### src/rtl/bus_serial_rx.sv
// Target-side serial bus receiver: deserializes request frames into one OCP-style
// bus command, then serializes the slave response. Optional timeout: BUS_SERIAL_RX_TIMEOUT_EN.
module bus_serial_rx #(
  parameter int SERIAL_WIDTH   = 4,
  parameter int ADDR_WIDTH     = 32,
  parameter int DATA_WIDTH     = 32,
  parameter int TIMEOUT_CYCLES = 256
) (
  input  logic                      clk,
  input  logic                      reset,
  input  logic                      ser_req_valid,
  input  logic [SERIAL_WIDTH-1:0]   ser_req_data,
  output logic                      ser_req_ready,
  output logic                      ser_resp_valid,
  output logic [SERIAL_WIDTH-1:0]   ser_resp_data,
  input  logic                      ser_resp_ready,
  output logic [2:0]                MCmd,
  output logic [ADDR_WIDTH-1:0]     MAddr,
  output logic [DATA_WIDTH-1:0]     MData,
  output logic [DATA_WIDTH/8-1:0]   MByteEn,
  input  logic                      SCmdAccept,
  input  logic [1:0]                SResp,
  input  logic [DATA_WIDTH-1:0]     SData
);

  localparam int BE_W = DATA_WIDTH / 8;
  localparam int AB   = ADDR_WIDTH / SERIAL_WIDTH;
  localparam int BB   = (BE_W + SERIAL_WIDTH - 1) / SERIAL_WIDTH;
  localparam int DB   = DATA_WIDTH / SERIAL_WIDTH;
  localparam int BSW  = BB * SERIAL_WIDTH;
  localparam int MAXB = (AB > BB) ? ((AB > DB) ? AB : DB) : ((BB > DB) ? BB : DB);
  localparam int CW   = $clog2(MAXB + 1);

  typedef enum logic [2:0] {
    S_IDLE, S_ADDR, S_BE, S_DATA, S_ISSUE, S_WAIT, S_RESP
  } state_t;

  state_t state_reg, state_next;
  logic [CW-1:0] cnt_reg, cnt_next;
  logic [1:0] cmd_reg;
  logic [ADDR_WIDTH-1:0] addr_sh_reg, maddr_reg;
  logic [BSW-1:0] be_sh_reg;
  logic [BE_W-1:0] mbe_reg;
  logic [DATA_WIDTH-1:0] data_sh_reg, mdata_reg, rdata_reg;
  logic [1:0] rcode_reg;
  logic rhas_data_reg;

  logic req_fire, resp_fire, resp_last;
  logic load_bus, capture, timeout_fire, timeout_hit;

  // Each field is shifted in from the top so the first (LSB) beat ends up at bit 0.
  logic [ADDR_WIDTH+SERIAL_WIDTH-1:0] addr_cat;
  logic [BSW+SERIAL_WIDTH-1:0] be_cat;
  logic [DATA_WIDTH+SERIAL_WIDTH-1:0] data_cat;
  logic [ADDR_WIDTH-1:0] addr_shifted;
  logic [BSW-1:0] be_shifted;
  logic [DATA_WIDTH-1:0] data_shifted;

  assign addr_cat     = {ser_req_data, addr_sh_reg};
  assign be_cat       = {ser_req_data, be_sh_reg};
  assign data_cat     = {ser_req_data, data_sh_reg};
  assign addr_shifted = addr_cat[ADDR_WIDTH+SERIAL_WIDTH-1:SERIAL_WIDTH];
  assign be_shifted   = be_cat[BSW+SERIAL_WIDTH-1:SERIAL_WIDTH];
  assign data_shifted = data_cat[DATA_WIDTH+SERIAL_WIDTH-1:SERIAL_WIDTH];

  assign ser_req_ready  = !reset && (state_reg == S_IDLE || state_reg == S_ADDR ||
                                     state_reg == S_BE   || state_reg == S_DATA);
  assign ser_resp_valid = (state_reg == S_RESP);
  assign req_fire       = ser_req_valid && ser_req_ready;
  assign resp_fire      = ser_resp_valid && ser_resp_ready;
  assign resp_last      = rhas_data_reg ? (cnt_reg == CW'(DB)) : (cnt_reg == '0);

  // Beat 0 of the response is the header; data beats are drained from rdata_reg's LSBs.
  assign ser_resp_data = (state_reg != S_RESP) ? '0 :
                         (cnt_reg == '0) ? SERIAL_WIDTH'(rcode_reg) :
                         rdata_reg[SERIAL_WIDTH-1:0];

  assign MCmd    = (state_reg == S_ISSUE) ? {1'b0, cmd_reg} : 3'd0;
  assign MAddr   = maddr_reg;
  assign MData   = mdata_reg;
  assign MByteEn = mbe_reg;

`ifdef BUS_SERIAL_RX_TIMEOUT_EN
  localparam int TW = $clog2(TIMEOUT_CYCLES + 1);
  logic [TW-1:0] tcnt_reg;

  always_ff @(posedge clk or posedge reset) begin
    if (reset) begin
      tcnt_reg <= '0;
    end else if ((state_reg == S_ISSUE || state_reg == S_WAIT) && state_next == state_reg) begin
      tcnt_reg <= tcnt_reg + TW'(1);
    end else begin
      tcnt_reg <= '0;
    end
  end

  assign timeout_hit = (tcnt_reg == TW'(TIMEOUT_CYCLES - 1));
`else
  localparam int unused_timeout = TIMEOUT_CYCLES;
  assign timeout_hit = 1'b0;
`endif

  always_ff @(posedge clk or posedge reset) begin
    if (reset) begin
      state_reg <= S_IDLE;
      cnt_reg   <= '0;
    end else begin
      state_reg <= state_next;
      cnt_reg   <= cnt_next;
    end
  end

  always_comb begin
    state_next   = state_reg;
    cnt_next     = cnt_reg;
    load_bus     = 1'b0;
    capture      = 1'b0;
    timeout_fire = 1'b0;
    case (state_reg)
      S_IDLE: begin
        if (req_fire && (ser_req_data[1:0] == 2'd1 || ser_req_data[1:0] == 2'd2)) begin
          state_next = S_ADDR;
          cnt_next   = '0;
        end
      end
      S_ADDR: begin
        if (req_fire) begin
          if (cnt_reg == CW'(AB - 1)) begin
            state_next = S_BE;
            cnt_next   = '0;
          end else begin
            cnt_next = cnt_reg + CW'(1);
          end
        end
      end
      S_BE: begin
        if (req_fire) begin
          if (cnt_reg == CW'(BB - 1)) begin
            cnt_next = '0;
            if (cmd_reg == 2'd1) begin
              state_next = S_DATA;
            end else begin
              state_next = S_ISSUE;
              load_bus   = 1'b1;
            end
          end else begin
            cnt_next = cnt_reg + CW'(1);
          end
        end
      end
      S_DATA: begin
        if (req_fire) begin
          if (cnt_reg == CW'(DB - 1)) begin
            state_next = S_ISSUE;
            cnt_next   = '0;
            load_bus   = 1'b1;
          end else begin
            cnt_next = cnt_reg + CW'(1);
          end
        end
      end
      S_ISSUE: begin
        if (SCmdAccept) begin
          if (SResp != 2'd0) begin
            capture    = 1'b1;
            state_next = S_RESP;
          end else begin
            state_next = S_WAIT;
          end
        end else if (timeout_hit) begin
          timeout_fire = 1'b1;
          state_next   = S_RESP;
        end
      end
      S_WAIT: begin
        if (SResp != 2'd0) begin
          capture    = 1'b1;
          state_next = S_RESP;
        end else if (timeout_hit) begin
          timeout_fire = 1'b1;
          state_next   = S_RESP;
        end
      end
      S_RESP: begin
        if (resp_fire) begin
          if (resp_last) begin
            state_next = S_IDLE;
            cnt_next   = '0;
          end else begin
            cnt_next = cnt_reg + CW'(1);
          end
        end
      end
      default: begin
        state_next = S_IDLE;
        cnt_next   = '0;
      end
    endcase
  end

  always_ff @(posedge clk or posedge reset) begin
    if (reset) begin
      cmd_reg       <= 2'd0;
      addr_sh_reg   <= '0;
      be_sh_reg     <= '0;
      data_sh_reg   <= '0;
      maddr_reg     <= '0;
      mdata_reg     <= '0;
      mbe_reg       <= '0;
      rdata_reg     <= '0;
      rcode_reg     <= 2'd0;
      rhas_data_reg <= 1'b0;
    end else begin
      if (state_reg == S_IDLE && state_next == S_ADDR) begin
        cmd_reg <= ser_req_data[1:0];
      end
      if (req_fire) begin
        case (state_reg)
          S_ADDR:  addr_sh_reg <= addr_shifted;
          S_BE:    be_sh_reg   <= be_shifted;
          S_DATA:  data_sh_reg <= data_shifted;
          default: ;
        endcase
      end
      // The last request beat lands in the same cycle the bus registers load.
      if (load_bus) begin
        maddr_reg <= addr_sh_reg;
        mbe_reg   <= (state_reg == S_BE) ? be_shifted[BE_W-1:0] : be_sh_reg[BE_W-1:0];
        if (cmd_reg == 2'd1) begin
          mdata_reg <= data_shifted;
        end
      end
      if (capture) begin
        rcode_reg     <= SResp;
        rdata_reg     <= SData;
        rhas_data_reg <= (cmd_reg == 2'd2) && (SResp == 2'd1);
      end else if (timeout_fire) begin
        rcode_reg     <= 2'd3;
        rhas_data_reg <= 1'b0;
      end else if (resp_fire && cnt_reg != '0) begin
        rdata_reg <= rdata_reg >> SERIAL_WIDTH;
      end
    end
  end

endmodule
### config.mk
export PLATFORM = sky130hd
export DESIGN_NAME = bus_serial_rx
export DESIGN_NICKNAME = d
export VERILOG_FILES = /design/src/rtl/bus_serial_rx.sv
export SDC_FILE = /design/constraint.sdc
export NUM_CORES = 1
export LEC_CHECK = 0
export CORE_MARGIN = 2
export CORE_UTILIZATION = 40
export CTS_CLUSTER_DIAMETER = 120
export DETAILED_ROUTE_END_ITERATION = 7
export HOLD_SLACK_MARGIN = 0.1
export PLACE_DENSITY = 0.63
export SLEW_MARGIN = 20
export SYNTH_ARGS = -nofsm -noshare
export SYNTH_HDL_FRONTEND = slang
export SYNTH_SLANG_ARGS = --single-unit
export TNS_END_PERCENT = 50
### constraint.sdc
create_clock -name clk -period 8.2 [get_ports clk]
set_clock_uncertainty 0.15 [all_clocks]
set_input_delay 1.64 -clock clk [delete_from_list [all_inputs] [get_ports clk]]
set_output_delay 1.64 -clock clk [all_outputs]
set_load 0.01 [all_outputs]
Yosys cells after proc, flatten, opt, wreduce, memory -nomap -nowiden:

Cells that the tools add are included.

* add/subtract/negate cells: 1
* equal/unequal tests: 19
* mux-type cells: 40
* bitwise gates (word level): 1
* reduce and logical (&&, ||, !) cells: 23

Operators with widths (number)
* 32-bit two-way mux: 2
* 4-bit two-way mux: 10
* 3-bit two-way mux: 12
* 3-bit one-hot mux with 7 select lines: 1
* 4-bit one-hot mux with 5 select lines: 1
* 3-bit == test (second input constant): 3
* 1-bit two-way mux: 9
* 1-bit logical AND: 7
* 2-bit by 1-bit == test with 1-bit output (second input constant): 3
* 3-bit by 1-bit == test with 1-bit output (second input constant): 2
* 3-bit by 2-bit == test with 1-bit output (second input constant): 2
* 2-bit two-way mux: 3
* 2-bit by 1-bit inequality test with 1-bit output (second input constant): 3
* 2-bit AND reduction: 3
* 5-bit AND reduction: 1
* 4-bit by 1-bit adder with 4-bit output (second input constant): 1
* 2-bit == test (second input constant): 2
* 4-bit by 3-bit == test with 1-bit output (second input constant): 1
* 4-bit == test (second input constant): 1
* 4-bit zero test: 1
* 1-bit logical OR: 4
* 1-bit one-hot mux with 2 select lines: 2
* 2-bit nonzero test: 2
* 4-bit nonzero test: 1
* 6 further kinds: 7

* register bits after elaboration: 180
* input bits: 43
* output and inout bits: 77
* logic and storage cells: 96

Depth between registers and ports, before layout:

* word-level depth: 11
* depth in mapped cells: 9
* gate-level depth less buffers: 6

Worst setup path before layout:

OpenSTA, ideal clock, no wires.

* path type: input -> output
* from: in reset
* to: out ser_req_ready
* arrival: 1.797 ns
* required time: 6.410 ns
* path slack: 4.613 ns
* stages: 1
* path buffers: 0
* path through: nor2_1

* cells in the longest elaborated chain, start to end: 2

Ends and longest elaborated chain
* from (decl): RTL line 10 `input logic reset,`
* 1-bit zero test (no source line)
* 1-bit logical AND: RTL line 66 `assign ser_req_ready = !reset && (state_reg == S_IDLE || state_reg == S_ADDR ||`
* to (decl): RTL line 13 `output logic ser_req_ready,`

No other way between the ends.

Final worst setup path:

Same ends and word-level chain as after synthesis.

==> results.txt <==
The H-tree depth came out at 4. The sum of overflow across all layers after global routing came out at 0. The area fraction in and, or, nand and nor cells after synthesis came out at 4.85%. The critical path is of the input pin to primary output type. In the final layout, the share of cells above drive strength 1 is 27.9%. The floorplan die height came out at 140 um.

The synthesized netlist contains 47 unique library cells. The synthesized area per cell is 14.5 um^2. The count of mapped cells out of synthesis is 507. STA classifies the critical path startpoint as an input pin.

The iteration count of the initial detailed-routing pass is 5. In the synthesized netlist, mux cells make up 23.0% of the area. The power density over the cells is 293 nW/um^2.

The clock slew seen by the registers of the worst setup and hold paths is 0.06 ns. The relative contribution of sequential cells to total power came out at 47.5%. The tree is rooted in a clkbuf_16. The total internal power came out at 1.97 mW. The first-pass GRT wire length came out at 24,100 um.

The count of buffers added by post-CTS timing repair for setup is 0. At the pin with the least slew margin, the transition time is 0.967 ns. For this run, the post-layout net count is 666. The worst register-to-register path begins at state_reg[2]. The post-placement setup slack is 3.49 ns.

The number of hold buffers added after CTS is 0. The total area inside the core boundary comes to 18,000 um^2. Using the TritonRoute via totals, the vias-per-cell ratio works out to 5.15. The number of antenna diodes in the final layout is 0. The total global-route track usage came out at 15.5%. The number of global-route vias before repair was 4,593. The via count is 4,425. The async set-reset flop share out of synthesis came out at 100%. The arrival time of the worst setup path is 2.86 ns. The largest vdd supply drop is 195 uV. The final HPWL from detailed placement is 9590 um. For the worst setup path, the data required time is 6.41 ns.

Setup repair after global routing left no endpoint under its margin. The part of the power in the clock network is 29.3%. The hold violation total from the final report came out at 0.

The count of maximum capacitance violations came out at 0. The relative area change from synthesis to final layout came out at 26.2%. In this run the most critical hold path is launched from rdata_reg[9]. The proportion of synthesized chip area in sequential cells came out at 59.8%. For hold timing, the worst endpoint is rdata_reg[9]. The wire length per cell is 16.8 um. The maximum clock insertion buffer count came out at 2. In this run switching power makes up 27.7% of total power. In the synthesized netlist the dominant register cell turns out to be dfrtp_1. The number of antenna violations at the first check in global routing is 0.

The tightest min-delay check is of the flip-flop to flip-flop type. The number of gates resized after CTS is 0. The largest family of logic cells by synthesized area is multiplexers. The total power came out at 2.73 mW. The post-route fraction of the period consumed by the critical path is 56.7%. The total I/O pin count came out at 120.

Buffers placed on the I/O ports in this run total 118. After detailed routing, the number of remaining DRC violations is 0. In this run, the combinational gates consume 23.2% of the power. The synthesized netlist devotes 8.81% of its cell area to compound gates. The highest attainable clock frequency came out at 215 MHz. The endpoint identified for the worst register-to-register timing path is MData[24]. The number of placed instances, taps included, is 831. The net switching component of the power came out at 0.756 mW.

The run finished with clean final reports. The fraction of the core area covered by cells at the end of the flow is 51.6%. The count of final max-slew check failures came to 0. In this run the worst path has a maximum fanout of 5. The clock tree from TritonCTS is done. The sum of routed wire length over all layers is 14,500 um. The library cell used most frequently in the layout, excluding fill and tap cells, is dfrtp_1. The number of register bits inferred by synthesis is 176. The global placer's final weighted congestion came out at 0.844. Once layout is done, the placed cells without fillers occupy 9300 um^2. The full die area came out at 19,500 um^2. The final worst setup slack came out at 3.55 ns. The clock network latency to the later pin of the worst-skew pair is 0.41 ns.

Counting cells, the worst reg-to-reg path comes to 4. The synthesized design contains 0 enable-type register cells. After the first detailed-routing iteration, the DRC count stood at 215. The netlist area before placement came out at 7370 um^2. The number of placement rows came out at 49.

The smallest clock period supported by the final layout is computed as 4.65 ns. The register-to-register setup slack came out at 5.16 ns. After detailed placement, the total cell area comes to 8720 um^2.

Entering global routing, the biggest net connects 100 pins. The number of antenna-violating nets in the routed design is 0. The initial utilization of the core area, before any placement, comes to 40.9%. The worst slew margin relative to its limit came out at 35.6%. In the layout the commonest cells are 176 x dfrtp_1, 118 x clkdlybuf4s50_1, 105 x mux2_2, 30 x mux2_4, 27 x a22o_1. The clock sink count is 176.

For this run, the number of standard cells in the final layout without fillers is 860. The number of cells traversed by the worst hold path came out at 1. The warning count from the yosys run came out at 0.

The category of the worst setup path capture point is a primary output. The leakage power is 4.56 nW. The sum of negative setup slack came out at 0 ns.

The total nets after synthesis came out at 552. The floorplan die width came out at 140 um. The number of buffers created by CTS came out at 17.

Of the total synthesized cell area, the portion taken by full adders, half adders and majority gates is 0.340%. The parity-gate share of the synthesized area counting xor and xnor cells came out at 0.356%. Setup violations remaining at the end of the flow were counted as 0. The tightest hold path in the finished design has a slack of 0.327 ns.
==> critical path: stages <==
cell and delay [ns]:
clkdlybuf4s50_1 0.53, nor2_1 0.14, clkdlybuf4s50_1 0.55
==> power by group through the flow <==
| stage | sequential (mW) | clock [mW] | combinational, mW |
|---|---|---|---|
| final | 1.30 | 0.799 | 0.632 |
| after global routing | 1.33 | 0.867 | 0.696 |
| after global placement | 1.30 | 0 | 0.621 |
| after CTS | 1.30 | 0.826 | 0.644 |
| after detailed placement | 1.31 | 0 | 0.638 |
| after floorplan | 1.27 | 0 | 0.434 |
==> kinds of logic after synthesis <==
logic type,count (synthesis)
xor gates and xnor gates,3
and+or+nand+nor,59
muxes,141
other,1
buffers and inverters,39
AOI/OAI and AO/OA,86
DFF,176
adders and majority gates,2
==> area by class of cell <==
| cell class | instances | area, um^2 |
|---|---|---|
| sequential | 176 | 4400 |
| fill | 1532 | 8720 |
| tap | 229 | 287 |
| timing repair buffer | 123 | 1220 |
| clock inverter | 9 | 138 |
| inverter | 11 | 46.3 |
| multi-input combinational | 292 | 2760 |
| clock buffer | 20 | 447 |
==> Yosys cell counts, types with 3 or more instances <==
library cell	count	share of area [%]
a22o_1	27	3.2
mux2_4	30	6.1
nand3b_1	3	0.31
nand2b_1	3	0.25
buf_6	7	1.1
a31oi_1	3	0.25
clkbuf_1	13	0.66
mux2_2	105	16
a21oi_1	8	0.54
o21ai_0	12	0.81
buf_2	7	0.48
nor2_1	5	0.25
dfrtp_1	176	60
nand2_1	18	0.92
nor3b_1	4	0.41
a21o_1	25	2.5
xnor2_1	3	0.36
and3_1	3	0.25
mux2i_1	6	0.81
inv_1	11	0.56
nand3_1	6	0.41
==> worst max path at each step <==
stage | start | end | slack (ns) | cells past startpoint
detailed placement | reset | MData[19] | 3.49 | 5
CTS | reset | ser_req_ready | 3.53 | 3
global route | reset | ser_req_ready | 3.47 | 3
global placement | reset | MData[15] | 3.52 | 5
finish | reset | ser_req_ready | 3.55 | 3
floorplan | reset | MAddr[0] | 1.64 | 1
==> layer usage <==
layer | global-route usage (%) | part of all wire [%]
met1 | 19.8 | 44
met3 | 6.13 | 7.2
met5 | 0 | 0
met2 | 24.9 | 49
met4 | 3.68 | 0.57
Power figures use the tool's default switching activity.
==> edit 1 (config.mk and constraints unchanged) <==
Compare `cnt_reg` against `CW'(AB - 1)` with >= in place of ==.
--- a/src/rtl/bus_serial_rx.sv
+++ b/src/rtl/bus_serial_rx.sv
@@ -125,7 +125,7 @@
       end
       S_ADDR: begin
         if (req_fire) begin
-          if (cnt_reg == CW'(AB - 1)) begin
+          if (cnt_reg >= CW'(AB - 1)) begin
             state_next = S_BE;
             cnt_next   = '0;
           end else begin
Behaviour: same outputs for any inputs over 10 cycles, from zero or initial values and one cycle with reset high; that may be too few to reach the edited logic, so the function may still have changed.
==> edit 1 against the original RTL <==
Sequential share of layout area about the same. Critical path depth unchanged. Final area is essentially flat. Core utilization up 0.15 points. Hold slack improved by 22 ps. Global-route usage is 0.11 points higher. Total power grew 2.1%. Wire length fell by 0.43%. Area after synthesis down 0.54%. Via count fell by 0.18%. Sequential cell count is the same. Combinational power about the same. Setup slack got worse by 7.7 ps. Critical path type unchanged.
==> edit 1: results <==
[route]
drt_iter0_drc = 236
drtPass1Iterations = 4
wl_per_cell_um = 16.5
num_vias = 4417

[placed_design]
placed_area_um2 = 8670
hpwl_um = 9690
place_congestion = 0.804

[worst_hold_path]
hp-start = be_sh_reg[2]
holdPathStages = 1
holdPathEnd = be_sh_reg[2]

[power]
cellLeakagePower_uw = 0.00431
peakVddDrop_mv = 0.185
p_sw_uw = 807

[logic_synthesis]
synth_common_cells = 176 x dfrtp_1, 107 x mux2_2, 30 x mux2_4, 29 x inv_1, 26 x o21ai_0
syn_nets = 567
synthFlopType = dfrtp_1
ys_seq_area_share_pct = 60.1
synth_compound_area_share_pct = 7.73
synth_fa_ha_area_share_pct = 0.341
synth_area_leaders = dfrtp_1 60%, mux2_2 16%, mux2_4 6.1%
muxShareOfSynthArea_pct = 23.3
synth-xor-area-share_pct = 0.239

[finish]
fin_nets = 679
fillers = 1518
drive_gt1_share_pct = 28.4

[critical_path]
reg2reg_from = state_reg[2]
r2r-end = MData[22]
crit_fanout = 4
r2r_slack_ps = 4920
critical_path_arrival_ps = 2870

[clock_network]
clkLatencyLatePin_ps = 430
post_cts.repair.setup_buffers = 0
htreeDepth = 4

[global_route]
first_global_vias = 4512
grt_pass1_wl_um = 24100
grt_overflow = 0
track_usage_pct = 15.6
grt_max_degree = 95

[sta]
relSlewSlack_pct = 41.1
holdWs_ps = 349

[run_status]
outcome = finished clean
edit 1: cell count changes in the layout (fill, tap and decap cells not counted), sizes merged, moves of 4 or more:
cell	change
a21o	-25
a22o	-20
a22oi	+25
inv	+23
nand2	-11
nor2	+5
nor3	+4
o21ai	+16
edit 1: power by group through the flow:
stage	clock network (uW)	logic, uW	registers (uW)
floorplan	0	414	1280
global placement	0	619	1310
detailed placement	0	638	1320
CTS	861	642	1310
global route	899	702	1350
finish	842	633	1310
edit 1: area by class of cell:
cell class	count	area (um^2)	area share, %
inverter	29	114	1.22
timing repair buffer	123	1220	13.1
tap	229	287	3.08
sequential	176	4400	47.4
clock buffer	18	439	4.72
clock inverter	14	180	1.94
multi-input combinational	287	2650	28.5
edit 1: stage by stage:
stage	cells	setup WS (ps)	util, %	total power (uW)
global route	876	3500	51.8	2950
floorplan	522	1620	-	1690
global placement	844	2910	48.3	1930
CTS	876	3310	51.7	2810
finish	876	3540	51.8	2780
detailed placement	844	2870	48.3	1960
edit 1: cell families (layout without fill, tap and decap cells):
kind of cell | after synthesis | count (layout)
mux | 142 | 142
compound gates | 84 | 84
fa+ha+maj | 2 | 2
flops | 176 | 176
buf+inv | 59 | 184
other cells | 1 | 1
simple gates | 56 | 56
xor+xnor | 2 | 2
edit 1: per-layer routing:
layer / up-vias / GRT usage [%] / part of all wire, %
li1: 2094 / - / -
met1: 2191 / 21.2 / 46
met2: 114 / 24.1 / 47
met3: 18 / 4.44 / 4.8
met4: 0 / 5.42 / 1.4
met5: - / 0 / 0
==> edit 2 (config.mk and constraints unchanged) <==
Without the edit above. Set the parameter `SERIAL_WIDTH` to 8 (it was 4).
--- a/src/rtl/bus_serial_rx.sv
+++ b/src/rtl/bus_serial_rx.sv
@@ -1,7 +1,7 @@
 // Target-side serial bus receiver: deserializes request frames into one OCP-style
 // bus command, then serializes the slave response. Optional timeout: BUS_SERIAL_RX_TIMEOUT_EN.
 module bus_serial_rx #(
-  parameter int SERIAL_WIDTH   = 4,
+  parameter int SERIAL_WIDTH   = 8,
   parameter int ADDR_WIDTH     = 32,
   parameter int DATA_WIDTH     = 32,
   parameter int TIMEOUT_CYCLES = 256
Interface: changed (resized ser_req_data and ser_resp_data); port bits go from 120 to 128. No check against the original RTL was run, so the function may have changed too.
==> edit 2 against the original RTL <==
Synthesized cell count fell by 6.7%. Critical path depth stayed put. Final area fell by 0.82%. Largest power group unchanged. Total power grew 2.7%. Sequential cell count down 5. Largest cell class unchanged. Wire length decreased by 5.2%. Setup slack got worse by 55 ps. Clock power is 5.9% higher. Area after synthesis is 3.0% lower.
==> edit 2: results <==
[global_route]
grt_pass1_wl_um = 22500
first_global_vias = 4417
track_usage_pct = 15.5
grt_max_degree = 116
grt_util_met3_pct = 5.26
use_met2_pct = 24.7
gr-usage-met1_pct = 19.7
antenna_found_initial = 0

[clock_network]
post_cts_resized = 0
cts_root_buf = clkbuf_16
clkLatencyLatePin_ps = 410
clk_pin_slew_ps = 60
cts_buffers = 17
clock_tree.buffer_depth = 2

[placed_design]
io_buffers = 126
pre_cts_ws_ps = 3520
dp.cells = 807
hpwl_um = 9320
place_congestion = 0.764

[flow_run]
drv_cap = 0

[power]
cellLeakagePower_uw = 0.00427
peakVddDrop_mv = 0.150
p_sw_uw = 757

[logic_synthesis]
ys.warnings.count = 0
synth_common_cells = 171 x dfrtp_1, 140 x mux2_2, 41 x mux2_1, 13 x a22o_1, 12 x buf_2
synth_area_leaders = dfrtp_1 60%, mux2_2 22%, mux2_1 6.5%
muxShareOfSynthArea_pct = 28.5
ys_seq_area_share_pct = 59.9
synth_area_per_cell_um2 = 15.1
synth-xor-area-share_pct = 0.245
ys_types = 41
async_flop_share_pct = 100
synth_fa_ha_area_share_pct = 0.700
syn_nets = 524
synth_compound_area_share_pct = 3.22

[finish]
fin_cells = 838
fin_nets = 652
drive_gt1_share_pct = 30.8

[route]
wl_per_cell_um = 16.4
drtPass1Iterations = 4
num_vias = 4212

[sta]
worst_pin_slew_ps = 1010

[run_status]
outcome = finished clean

[critical_path]
critical_path_arrival_ps = 2910
crit_fanout = 4
==> edit 2: critical path, stage by stage <==
cell	delay, ps
clkdlybuf4s50_1	580
nor2_1	150
clkdlybuf4s50_1	540
==> edit 2: metal layers <==
metal / up-vias / part of all wire [%]
met3: 15 / 6.7
met4: 0 / 1.7
li1: 1950 / -
met5: - / 0
met1: 2145 / 44
met2: 102 / 48
==> edit 2: layout make-up <==
type / count / area [um^2]
tap: 225 / 282
inverter: 8 / 37.5
fill: 1458 / 8130
clock inverter: 13 / 188
clock buffer: 18 / 439
multi-input combinational: 272 / 2700
timing repair buffer: 131 / 1300
sequential: 171 / 4280
==> edit 2: cells by family after synthesis <==
family	Yosys count
AO/OA/AOI/OAI	30
XOR/XNOR	2
adder cells (fa/ha/maj)	4
buffers and inverters	30
flip-flops	171
multiplexers	181
other	1
AND/OR/NAND/NOR	54
==> edit 2: final timing paths <==
check	startpoint	endpoint	slack, ps	cells after the start
worst max-delay path	reset	ser_req_ready	3500	3
worst min-delay path	MAddr[22]	MAddr[22]	330	1
worst max register to register	state_reg[2]	MData[23]	5350	5
worst min register to register	MAddr[22]	MAddr[22]	330	1
max in group asynchronous	reset	addr_sh_reg[5]	4930	3
min in group asynchronous	reset	rcode_reg[1]	1740	2
==> edit 2: power groups by stage <==
stage                     clock (uW)  combinational (uW)  sequential, uW
after floorplan                    0                 476            1240
after global placement             0                 671            1280
after detailed placement           0                 691            1290
after CTS                        870                 694            1280
after global routing             907                 748            1310
final                            846                 680            1270
==> edit 2: metrics by stage <==
stage,utilization (%),hold slack [ps],area (um^2)
2_1_floorplan,-,302,7150
3_3_place_gp,49.5,319,8600
3_5_place_dp,49.5,327,8600
4_1_cts,53.2,339,9230
5_1_grt,53.2,353,9230
6_report,53.2,334,9230
